[src/rtl/timing.sv]
// Programmable up-counting timer: counts 0..tc_q, emits a one-cycle interrupt
// at terminal count, then stops (one-shot) or reloads to 0 (periodic).
// The terminal count is latched at start acceptance; the mode is sampled live.
module timing #(
    parameter int unsigned WIDTH = 32
) (
    input  logic             clk,
    input  logic             reset,
    input  logic             ro_trig_start,
    input  logic             ro_trig_halt,
    input  logic             ro_mode,
    input  logic [WIDTH-1:0] ro_termcount,
    output logic             rf_status,
    output logic [WIDTH-1:0] rf_currcount,
    output logic             rf_int
);

    typedef enum logic {
        IDLE = 1'b0,
        RUN  = 1'b1
    } state_t;

    state_t           state_q;
    logic [WIDTH-1:0] tc_q;
    logic [WIDTH-1:0] count_q;
    logic             status_q;
    logic             int_q;

    logic             term_hit;
    logic [WIDTH-1:0] count_inc;

    // Terminal detect and incrementer; the counter never passes tc_q, so no wrap.
    always_comb begin
        term_hit  = (count_q == tc_q);
        count_inc = count_q + WIDTH'(1);
    end

    // Timer state machine with registered status, count and interrupt.
    always_ff @(posedge clk or negedge reset) begin
        if (!reset) begin
            state_q  <= IDLE;
            tc_q     <= '0;
            count_q  <= '0;
            status_q <= 1'b0;
            int_q    <= 1'b0;
        end else begin
            int_q <= 1'b0;
            case (state_q)
                IDLE: begin
                    if (ro_trig_start && !ro_trig_halt) begin
                        tc_q     <= ro_termcount;
                        count_q  <= '0;
                        status_q <= 1'b1;
                        state_q  <= RUN;
                    end else begin
                        status_q <= 1'b0;
                    end
                end
                RUN: begin
                    if (ro_trig_halt) begin
                        status_q <= 1'b0;
                        state_q  <= IDLE;
                    end else if (term_hit) begin
                        int_q <= 1'b1;
                        if (!ro_mode) begin
                            status_q <= 1'b0;
                            state_q  <= IDLE;
                        end else begin
                            count_q <= '0;
                        end
                    end else begin
                        count_q <= count_inc;
                    end
                end
                default: begin
                    status_q <= 1'b0;
                    state_q  <= IDLE;
                end
            endcase
        end
    end

    assign rf_status    = status_q;
    assign rf_currcount = count_q;
    assign rf_int       = int_q;

endmodule

[config.mk]
export PLATFORM = sky130hd
export DESIGN_NAME = timing
export DESIGN_NICKNAME = d
export VERILOG_FILES = /design/src/rtl/timing.sv
export SDC_FILE = /design/constraint.sdc
export NUM_CORES = 1
export LEC_CHECK = 0
export CORE_MARGIN = 8
export CORE_UTILIZATION = 30
export CTS_CLUSTER_DIAMETER = 150
export CTS_CLUSTER_SIZE = 20
export DETAILED_ROUTE_END_ITERATION = 6
export MAX_ROUTING_LAYER = met4
export SETUP_SLACK_MARGIN = 0.2
export SYNTH_ARGS = -nofsm -noshare
export SYNTH_HDL_FRONTEND = slang
export SYNTH_SLANG_ARGS = --single-unit
[constraint.sdc]
create_clock -name clk -period 3 [get_ports clk]
set_clock_uncertainty 0.1 [all_clocks]
set_input_delay 0.6 -clock clk [delete_from_list [all_inputs] [get_ports clk]]
set_output_delay 0.6 -clock clk [all_outputs]
set_load 0.05 [all_outputs]
# Word level (Yosys, flattened, before mapping)
# Index checks and enable logic that the tools add are counted.
[totals]
register_bits = 67
latch_bits = 0
mem_bits_rw = 0
rom_bits = 0
inputBits = 37
output_inout_bits = 34
n_memories = 0
[classes]
n_addsub = 1
mul = 0
n_div = 0
order_cmp = 0
eq_ne = 6
shifts = 0
muxes = 17
bitwise = 1
reduce_logical = 5
[ops]
columns = ["operator", "n"]
rows = [
  ["$mux W32", 4],
  ["$pmux W32 S2", 1],
  ["$add A32 B1 Y32 const B", 1],
  ["$eq A32 B32 Y1", 1],
  ["$mux W1", 10],
  ["$ne A3 B3 Y1 const B", 2],
  ["$ne A2 B2 Y1 const B", 2],
  ["$pmux W1 S2", 2],
  ["$reduce_and A2 Y1", 2],
  ["$ne A3 B2 Y1 const B", 1],
  ["$reduce_and A3 Y1", 1],
  ["$logic_and A1 B1 Y1", 1],
  ["$logic_not A1 Y1", 1],
  ["$not A1 Y1", 1],
]

# Depth between registers and ports, before layout
# Gate-level depths: netlist of run 1.
[depth]
word_depth = 4
depth_mapped = 9
ltp_nobuf = 7

# Least setup slack after synthesis of run 1
# OpenSTA, ideal clock, no wires.
[synth_path]
path_type = "flip-flop to flip-flop"
startpoint = "register count_q[0], in the netlist rf_currcount[0]"
endpoint = "register count_q[26], in the netlist rf_currcount[26]"
arrival_ns = 2.231
required_time_ns = 2.771
path_slack_ns = 0.540
path_stages_with_launch = 9
n_path_buf = 1
cell_sequence = "dfrtp_1 -> ha_1 -> nand3_1 -> or3_1 -> nor2_1 -> clkbuf_1 -> nand2_1 -> o211ai_1 -> nand3_1"
[synth_via]
elab_chain_len = 4
word_cells_on_any_way = 7
[synth_rtl]
columns = ["element", "line_no", "source"]
rows = [
  ["start: declaration", "25", "logic [WIDTH-1:0] count_q;"],
  ["start signal: assignment", "72", "count_q <= count_inc;"],
  ["$add A32 B1 Y32 / $eq A32 B32 Y1 (equally long branches)", "35, 34", ""],
  ["$mux W32", "63", "end else if (term_hit) begin"],
  ["$mux W32", "60", "if (ro_trig_halt) begin"],
  ["$pmux W32 S2", "48", "case (state_q)"],
]
# Several ways; a longest one is shown, not always the timed one. The select of a mux whose other input is x is not followed.
# A chain may end at the register's enable or synchronous reset.

# Final worst setup path of run 1
[layout_path]
startpoint = "register count_q[0], in the netlist rf_currcount[0]"
endpoint = "register count_q[28], in the netlist rf_currcount[28]"
# Same word-level chain as after synthesis.

==> results by group, run 1 <==
GRT
  – First-pass GRT wire length: 15.7 mm
  – Initial antenna violation count: 0
  – GRT Util Overall: 13.0%
  – Largest net degree at the start of global routing: 68
  – Vias in the first global route: 2969
  – Total grt overflow: 0

Hold path
  – HP Class: input pin to asynchronous set/reset pin

Layout
  – Antenna cells: 0
  – Synth-to-layout area growth: 31.7%
  – Proportion of layout cells with a drive suffix above 1: 16.3%
  – Fillers: 1140
  – Final nets: 449

Synth
  – Mapped Cells: 340
  – Syn nets: 378
  – Synth Area in XOR/XNOR: 8.21%
  – Synth Warn #: 0
  – FF+latch count, synth: 67
  – Syn Std Cell Area: 3600 µm²
  – Avg Inst Size Synth: 10.6 µm²
  – Main combinational cell family by area after synthesis: simple AND/OR/NAND/NOR gates
  – Sequential area share after synthesis: 46.6%
  – Yosys cell types: 44
  – Simple-Gate Fraction of Synth Area: 17.3%
  – Compound-Gate Fraction of Synth Area: 10.6%
  – Adder-Cell Fraction of Synth Area: 0.348%
  – Mux cell area share after synthesis: 12.2%

Route
  – DRT iter0 DRCs: 232
  – Drt total wl: 9.88 mm
  – Antenna-violating nets left: 0
  – Routed via count: 2870
  – DRC errors left: 0
  – Post-DR vias/cell: 5.10
  – 1st-pass router iterations: 4
  – WL/cell: 17.5 µm

STA
  – Final Worst Setup Slack: 0.444 ns
  – Max Transition Viols Final: 0
  – Slew Limit Headroom: 48.4%
  – Fmax: 391 MHz
  – Hold Fails Final Rpt: 0
  – Final setup violating endpoints: 0
  – RSZ-0062 raised after global routing: false
  – Post-route setup TNS: 0 ns
  – Final Critical Period: 2.56 ns
  – Least-Margin Pin Slew: 0.774 ns
  – Period Utilization, post-route: 85.2%

Clocking
  – Post-CTS sizing: 0
  – Worst-path clk slew: 0.06 ns
  – Post-CTS setup buffer count: 0
  – Clk buf depth: 2
  – CTS Root Buffer Type: clkbuf_16
  – Cts bufs inserted: 9
  – CTS tree: yes
  – # clock sinks: 67
  – Post-CTS Hold Buffers: 0
  – Clk_lat worst skew: 0.34 ns
  – H-tree levels: 3

Critical path
  – Largest stage delay, worst path: 0.46 ns
  – Critical register-to-register path endpoint: rf_currcount[28]$_DFFE_PN0P_
  – CP required: 3.11 ns
  – CP max stage cell: or3_1
  – R2R Setup Slk: 0.44 ns
  – CP Class: flip-flop to flip-flop
  – Reg2Reg Launch Point: rf_currcount[0]$_DFFE_PN0P_
  – Crit Path Max Fanout: 7
  – Reg2Reg Depth: 7
  – Startpoint Class: flip-flop
  – WP data arrival: 2.67 ns
  – Worst-path cell chain: ha_1 > nand3_1 > or3_1 > nor2_1 > nand2_1 > and3_1 > a221o_1
  – Worst Setup End Kind: flip-flop

Floorplan
  – Initial Util: 30.3%
  – IO Pins: 71
  – Cell Rows: 40
  – Die Ht: 125 µm
  – Core Footprint: 11900 µm²
  – Die Width: 125 µm
  – Full die area: 15700 µm²

Power
  – Clock power frac: 40.9%
  – Switching share of power: 26.8%
  – Switching pwr: 0.000704 W
  – Sequential share of power: 41.9%
  – Static Leak: 1.85 nW
  – Pwr/cell area: 554 nW/µm²
  – Combinational share of power: 17.2%
  – Pint: 0.00192 W
  – Maximum vdd ir drop: 0.274 mV

Place
  – Global placement routability congestion: 0.839
  – Setup WS pre-CTS: 0.327 ns
  – Post-DP HPWL: 7.32 mm
  – PortBufs: 70

Run
  – Max Cap Violations: 0

Status
  – Outcome: finished clean
state kept, by name, indices dropped and copies added, names as in the netlist:
register and flops:
rf_int 1, state_q 1, rf_status 1, tc_q 32, rf_currcount 32
critical path: cells and delay by family, from the launching register on:
family                     cells  cell delay [ns]
DFF                            1             0.45
AOI/OAI and AO/OA              1             0.27
and+or+nand+nor                5             1.37
adders and majority gates      1             0.26
layout by cell type, fill, tap and decap left out, types with 5 or more instances in the layout:
| master | count |
|---|---|
| a211oi_1 | 5 |
| a21oi_1 | 13 |
| a22o_1 | 5 |
| and3_1 | 6 |
| buf_4 | 10 |
| clkbuf_16 | 9 |
| clkdlybuf4s50_1 | 69 |
| dfrtp_1 | 67 |
| inv_1 | 6 |
| mux2_2 | 32 |
| mux2i_1 | 8 |
| nand2_1 | 31 |
| nand3_1 | 26 |
| nand4_1 | 15 |
| nor2_1 | 18 |
| nor3_1 | 6 |
| o21ai_0 | 8 |
| xnor2_1 | 30 |
power groups by stage:
stage	logic [W]	registers (W)	clock network [W]
finish	0.000453	0.00110	0.00107
global route	0.000488	0.00112	0.00113
CTS	0.000463	0.00110	0.00109
detailed placement	0.000461	0.00112	0
global placement	0.000457	0.00111	0
floorplan	0.000254	0.00114	0
layer usage:
layer  track usage [%]  vias up  share of wire, %
met1              16.1     1397                46
met2              19.7       92                47
li1                  -     1367                 -
met3              3.48       14               4.9
met5                 -        -                 0
met4              5.01        0               2.1
area by class of cell:
class	instances	area, µm²	area share, %
timing repair buffer	81	791	16.7
clock inverter	4	48.8	1.03
sequential	67	1680	35.4
clock buffer	12	256	5.41
multi-input combinational	246	1760	37.1
inverter	6	22.5	0.475
tap	147	184	3.88
through the flow:
stage               instance area, µm²  utilization (%)  std cells  power [W]  hold slack, ns
finish                            4740             39.9        563    0.00263           0.181
global route                      4740             39.9        563    0.00273           0.220
CTS                               4740             39.9        563    0.00266           0.200
detailed placement                4430             37.4        547    0.00158           0.419
global placement                  4430             37.4        547    0.00157           0.410
floorplan                         3600                -        340    0.00139           0.204
synthesized netlist by cell type, drive strengths merged:
library cell / count / area [µm²]
or3: 1 / 6.26
nand2b: 2 / 12.5
a21oi: 15 / 82.6
o31ai: 1 / 7.51
clkbuf: 6 / 22.5
mux2i: 8 / 80.1
ha: 1 / 12.5
a221o: 4 / 40.0
o21ai: 10 / 50.1
and4: 3 / 26.3
and3: 6 / 37.5
o211a: 1 / 10.0
o211ai: 4 / 30.0
a211oi: 5 / 37.5
or2: 1 / 6.26
nand2: 31 / 116
xnor2: 32 / 295
o41ai: 1 / 8.76
o22ai: 1 / 6.26
o311ai: 2 / 17.5
nor4: 3 / 48.8
nand4: 16 / 106
nand3b: 1 / 7.51
a41o: 1 / 10.0
or4: 1 / 7.51
dfrtp: 67 / 1680
a22o: 5 / 43.8
a21o: 4 / 30.0
nor3: 6 / 30.0
nor3b: 1 / 7.51
nor2: 18 / 67.6
and2: 2 / 12.5
nand3: 26 / 130
o21bai: 1 / 7.51
inv: 6 / 22.5
buf: 15 / 121
mux2: 32 / 360
cells by family (layout without fill, tap and decap cells):
group	Yosys count	after routing
and+or+nand+nor	118	118
DFF	67	67
AOI/OAI and AO/OA	55	55
muxes	40	40
xor gates and xnor gates	32	32
buffers and inverters	27	103
adders and majority gates	1	1
worst max-delay path by stage:
stage	from	depth (start not counted)	slack, ns	end
2_1_floorplan	rf_currcount[0]$_DFFE_PN0P_	8	0.54	rf_currcount[26]$_DFFE_PN0P_
4_1_cts	rf_currcount[0]$_DFFE_PN0P_	7	0.43	rf_currcount[28]$_DFFE_PN0P_
5_1_grt	rf_currcount[0]$_DFFE_PN0P_	7	0.28	rf_currcount[28]$_DFFE_PN0P_
3_3_place_gp	ro_trig_halt	6	0.36	rf_currcount[14]$_DFFE_PN0P_
3_5_place_dp	ro_trig_halt	6	0.33	rf_currcount[14]$_DFFE_PN0P_
6_report	rf_currcount[0]$_DFFE_PN0P_	7	0.44	rf_currcount[28]$_DFFE_PN0P_
(Power assumes the default switching activity.)
==> run 2, diff against run 1 <==
--- a/config.mk
+++ b/config.mk
@@ -5,7 +5,7 @@
 export SDC_FILE = /design/constraint.sdc
 export NUM_CORES = 1
 export LEC_CHECK = 0
-export CORE_MARGIN = 8
+export CORE_MARGIN = 2
 export CORE_UTILIZATION = 30
 export CTS_CLUSTER_DIAMETER = 150
 export CTS_CLUSTER_SIZE = 20
==> results by group, run 2 (synthesized netlist as in run 1, its figures left out) <==
Status
  – Outcome: finished clean

GRT
  – First-pass GRT wire length: 15.1 mm
  – Vias in the first global route: 2773
  – Initial antenna violation count: 0
  – Total grt overflow: 0
  – GRT Util Overall: 15.5%
  – Largest net degree at the start of global routing: 68

STA
  – RSZ-0062 raised after global routing: false
  – Fmax: 401 MHz
  – Final setup violating endpoints: 0
  – Hold WS: 0.184 ns
  – Max Transition Viols Final: 0
  – Slew Limit Headroom: 60.7%
  – Post-route setup TNS: 0 ns
  – Final Critical Period: 2.49 ns
  – Final Worst Setup Slack: 0.508 ns
  – Hold Fails Final Rpt: 0
  – Least-Margin Pin Slew: 0.585 ns
  – Period Utilization, post-route: 83.1%

Route
  – M1 WL: 4.53 mm
  – 1st-pass router iterations: 4
  – Routed via count: 2828
  – Post-DR vias/cell: 5.10
  – WL/cell: 16.7 µm
  – DR top layer: met4
  – DRT iter0 DRCs: 173
  – Drt total wl: 9.26 mm
  – DRC errors left: 0
  – Metal2 WL: 4.27 mm
  – Antenna-violating nets left: 0
  – DR WL met3: 382 µm

Layout
  – Antenna cells: 0
  – Commonest non-fill, non-tap cell in the layout: clkdlybuf4s50_1
  – Fillers: 1137
  – Most frequent cells in the layout: clkdlybuf4s50_1, dfrtp_1, mux2_2
  – Synth-to-layout area growth: 29.8%
  – Proportion of layout cells with a drive suffix above 1: 15.1%
  – Final nets: 446
  – Core Util, Final: 40.4%
  – Final std cells w/o fill: 554

Floorplan
  – Die Ht: 113 µm
  – Full die area: 12900 µm²
  – Initial Util: 31.1%
  – Cell Rows: 39
  – Core Footprint: 11600 µm²
  – IO Pins: 71
  – Die Width: 113 µm

Run
  – Max Cap Violations: 0

Critical path
  – Crit Path Max Fanout: 9
  – WP data arrival: 1.79 ns
  – Worst-path cell chain: clkdlybuf4s50_1
  – CP max stage cell: clkdlybuf4s50_1
  – CP required: 2.30 ns
  – Worst Setup End Kind: primary output
  – Crit path buffers/inverters: 1
  – Largest stage delay, worst path: 0.90 ns
  – CP Class: flip-flop to primary output
  – Delay-heaviest family, CP: buffers and inverters
  – Startpoint Class: flip-flop

Clocking
  – Clk_lat worst skew: 0.33 ns
  – Worst-path clk slew: 0.06 ns
  – # clock sinks: 67
  – Post-CTS sizing: 0
  – Post-CTS Hold Buffers: 0
  – CTS tree: yes
  – H-tree levels: 3
  – Clk buf depth: 2
  – CTS Root Buffer Type: clkbuf_16
  – Cts bufs inserted: 9
  – Post-CTS setup buffer count: 0

Power
  – Pwr/cell area: 531 nW/µm²
  – Combinational share of power: 18.2%
  – Clock power frac: 37.3%
  – Switching share of power: 28.0%
  – Switching pwr: 0.000695 W
  – Static Leak: 1.81 nW
  – Pint: 0.00178 W
  – Maximum vdd ir drop: 0.260 mV
  – Sequential share of power: 44.5%

Place
  – Setup WS pre-CTS: 0.535 ns
  – Post-Place Cells: 540
  – Global placement routability congestion: 0.890
  – Post-DP HPWL: 6.73 mm
  – PortBufs: 70

Hold path
  – HP Class: input pin to asynchronous set/reset pin
## run 2: metrics by stage
stage / total power, W / instance area [µm²]
5_1_grt: 0.00260 / 4670
3_3_place_gp: 0.00157 / 4420
3_5_place_dp: 0.00158 / 4420
2_1_floorplan: 0.00139 / 3600
4_1_cts: 0.00251 / 4670
6_report: 0.00248 / 4670
## run 2: path summary, 6_finish.rpt
check                                        startpoint  cells after the start  slack, ns                           end
min in group clk                  rf_status$_DFFE_PN0P_                      2       0.40         rf_status$_DFFE_PN0P_
min reg2reg                       rf_status$_DFFE_PN0P_                      2       0.40         rf_status$_DFFE_PN0P_
max in group asynchronous                         reset                      2       2.30   rf_currcount[5]$_DFFE_PN0P_
min                                               reset                      2       0.18           tc_q[2]$_DFFE_PN0P_
max                        rf_currcount[14]$_DFFE_PN0P_                      1       0.51              rf_currcount[14]
max reg2reg                 rf_currcount[0]$_DFFE_PN0P_                      7       0.51  rf_currcount[28]$_DFFE_PN0P_
## run 2: area by class of cell
cell class | instances | area (µm²) | share of cell area (%)
Sequential cell | 67 | 1680 | 35.9
Multi-Input combinational cell | 246 | 1760 | 37.7
Inverter | 6 | 22.5 | 0.483
Timing Repair Buffer | 78 | 781 | 16.7
Clock inverter | 3 | 17.5 | 0.375
Tap cell | 143 | 179 | 3.83
Clock buffer | 11 | 233 | 4.99
## run 2: power groups by stage
stage / clock, W / combinational, W / sequential (W)
final: 0.000926 / 0.000451 / 0.00110
after global placement: 0 / 0.000456 / 0.00111
after CTS: 0.000941 / 0.000461 / 0.00110
after floorplan: 0 / 0.000254 / 0.00114
after global routing: 0.000989 / 0.000490 / 0.00112
after detailed placement: 0 / 0.000458 / 0.00112
## run 2: metal layers
layer / global-route usage, % / vias up
met1: 21.6 / 1377
met3: 3.03 / 5
met5: - / -
li1: - / 1366
met4: 3.66 / 0
met2: 23.5 / 80
==> run 3, diff against run 2 <==
==> constraint.sdc (replaced) <==
create_clock -name clk -period 2.2 [get_ports clk]
set_clock_uncertainty 0.1 [all_clocks]
set_input_delay 0.44 -clock clk [delete_from_list [all_inputs] [get_ports clk]]
set_output_delay 0.44 -clock clk [all_outputs]
set_load 0.05 [all_outputs]
==> results by group, run 3 (synthesized netlist as in run 1, its figures left out) <==
GRT
  – First-pass GRT wire length: 17.1 mm
  – Vias in the first global route: 3210
  – Total grt overflow: 0
  – GRT Util Overall: 17.8%
  – Initial antenna violation count: 0
  – Largest net degree at the start of global routing: 25

STA
  – Period Utilization, post-route: 98.4%
  – Fmax: 462 MHz
  – Hold Fails Final Rpt: 0
  – Max Transition Viols Final: 0
  – Final Critical Period: 2.16 ns
  – RSZ-0062 raised after global routing: true
  – Slew Limit Headroom: 61.5%
  – Final setup violating endpoints: 0
  – Least-Margin Pin Slew: 0.577 ns

Clocking
  – CTS tree: yes
  – Worst-path clk slew: 0.06 ns
  – CTS Root Buffer Type: clkbuf_16
  – Clk buf depth: 2
  – Cts bufs inserted: 9
  – Clk_lat worst skew: 0.33 ns
  – # clock sinks: 67
  – H-tree levels: 3
  – Post-CTS Hold Buffers: 0

Route
  – WL/cell: 17.8 µm
  – DRC errors left: 0
  – 1st-pass router iterations: 4
  – Routed via count: 3189
  – Antenna-violating nets left: 0
  – DRT iter0 DRCs: 183
  – Post-DR vias/cell: 5.19
  – Drt total wl: 10.9 mm

Layout
  – Proportion of layout cells with a drive suffix above 1: 48.2%
  – Core Util, Final: 48.5%
  – Synth-to-layout area growth: 55.9%
  – Commonest non-fill, non-tap cell in the layout: buf_4
  – Final nets: 504
  – Most frequent cells in the layout: buf_4, dfrtp_1, clkdlybuf4s50_1
  – Antenna cells: 0
  – Fillers: 1045

Critical path
  – Largest stage delay, worst path: 0.42 ns
  – Crit Path Max Fanout: 8
  – Worst Setup End Kind: flip-flop
  – Reg2Reg Launch Point: rf_currcount[3]$_DFFE_PN0P_
  – R2R Setup Slk: 0.04 ns
  – Reg2Reg Depth: 7
  – CP max stage cell: dfrtp_2
  – Worst-path cell chain: xnor2_2 > nand4_1 > nor4_4 > a21oi_2 > buf_12 > buf_8 > a221o_1
  – Startpoint Class: flip-flop
  – CP Class: flip-flop to flip-flop
  – Critical register-to-register path endpoint: rf_currcount[29]$_DFFE_PN0P_
  – CP required: 2.31 ns
  – WP data arrival: 2.28 ns

Power
  – Total Power: 0.00376 W
  – Static Leak: 2.37 nW
  – Pwr/cell area: 671 nW/µm²
  – Maximum vdd ir drop: 0.318 mV

Floorplan
  – Full die area: 12900 µm²
  – IO Pins: 71
  – Die Width: 113 µm
  – Initial Util: 31.1%
  – Core Footprint: 11600 µm²
  – Cell Rows: 39
  – Die Ht: 113 µm

Place
  – PortBufs: 70
  – Post-DP HPWL: 7.55 mm
  – Global placement routability congestion: 0.871

Run
  – Max Cap Violations: 0

Status
  – Outcome: finished clean

Hold path
  – HP Class: input pin to asynchronous set/reset pin
[run 3: changes by cell type in the layout (fill, tap and decap cells not counted), sizes merged]
| cell | before | now |
|---|---|---|
| bufinv | 0 | 1 |
| buf | 9 | 86 |
| clkdlybuf4s50 | 69 | 35 |
| clkinv | 2 | 3 |
| dlymetal6s2s | 0 | 1 |
| dlygate4sd2 | 0 | 14 |
[run 3: cell type report]
| cell class | instances | area [µm²] | share of cell area (%) |
|---|---|---|---|
| multi-input combinational | 246 | 2070 | 37.0 |
| sequential | 67 | 1720 | 30.6 |
| timing repair buffer | 136 | 1320 | 23.6 |
| clock buffer | 11 | 243 | 4.33 |
| tap | 143 | 179 | 3.19 |
| clock inverter | 5 | 52.6 | 0.937 |
| inverter | 6 | 22.5 | 0.402 |
[run 3: worst max-delay path, delay by kind of cell, from the launching register on]
kind                   cells  cell delay (ns)
buffers and inverters      2             0.30
AND/OR/NAND/NOR            2             0.52
flip-flops                 1             0.42
XOR/XNOR                   1             0.24
AO/OA/AOI/OAI              2             0.46
[run 3: power by group]
| part | total (W) | internal (W) | switching (W) |
|---|---|---|---|
| combinational | 0.000825 | 0.000442 | 0.000383 |
| sequential | 0.00150 | 0.00137 | 0.000123 |
| clock | 0.00144 | 0.000902 | 0.000536 |
| total | 0.00376 | 0.00272 | 0.00104 |
[run 3: worst max-delay path by stage]
stage                                       from                            to  slack [ns]  cells past startpoint
floorplan           rf_currcount[14]$_DFFE_PN0P_  rf_currcount[17]$_DFFE_PN0P_       -0.08                      8
global placement     rf_currcount[3]$_DFFE_PN0P_  rf_currcount[25]$_DFFE_PN0P_       -0.13                      7
detailed placement   rf_currcount[3]$_DFFE_PN0P_  rf_currcount[25]$_DFFE_PN0P_       -0.18                      7
CTS                         tc_q[19]$_DFFE_PN0P_  rf_currcount[29]$_DFFE_PN0P_        0.04                      7
global route                tc_q[19]$_DFFE_PN0P_  rf_currcount[29]$_DFFE_PN0P_       -0.06                      7
finish               rf_currcount[3]$_DFFE_PN0P_  rf_currcount[29]$_DFFE_PN0P_        0.04                      7
[run 3: timing repair]
action / CTS / global route
pin swaps: 19 / 10
gates cloned: 4 / 0
endpoints found under the setup margin: 49 / 35
setup buffers: 12 / 0
resized for setup: 61 / 28
[run 3: stage by stage]
stage               setup WS (ns)  instances  hold slack [ns]  cell area [µm²]  TNS [ns]
global route              -0.0620        614           0.0436             5610    -0.341
global placement           -0.128        582            0.374             4790     -2.33
CTS                        0.0370        614           0.0268             5460         0
floorplan                 -0.0848        340           0.0444             3680     -1.08
detailed placement         -0.178        582            0.380             4790     -3.72
finish                     0.0358        614          0.00289             5610         0
[run 3: routing by layer]
layer,GRT usage (%),wire (µm)
met2,27.4,5190
met3,3.51,595
met1,23.5,4970
met4,6.18,189
met5,-,0
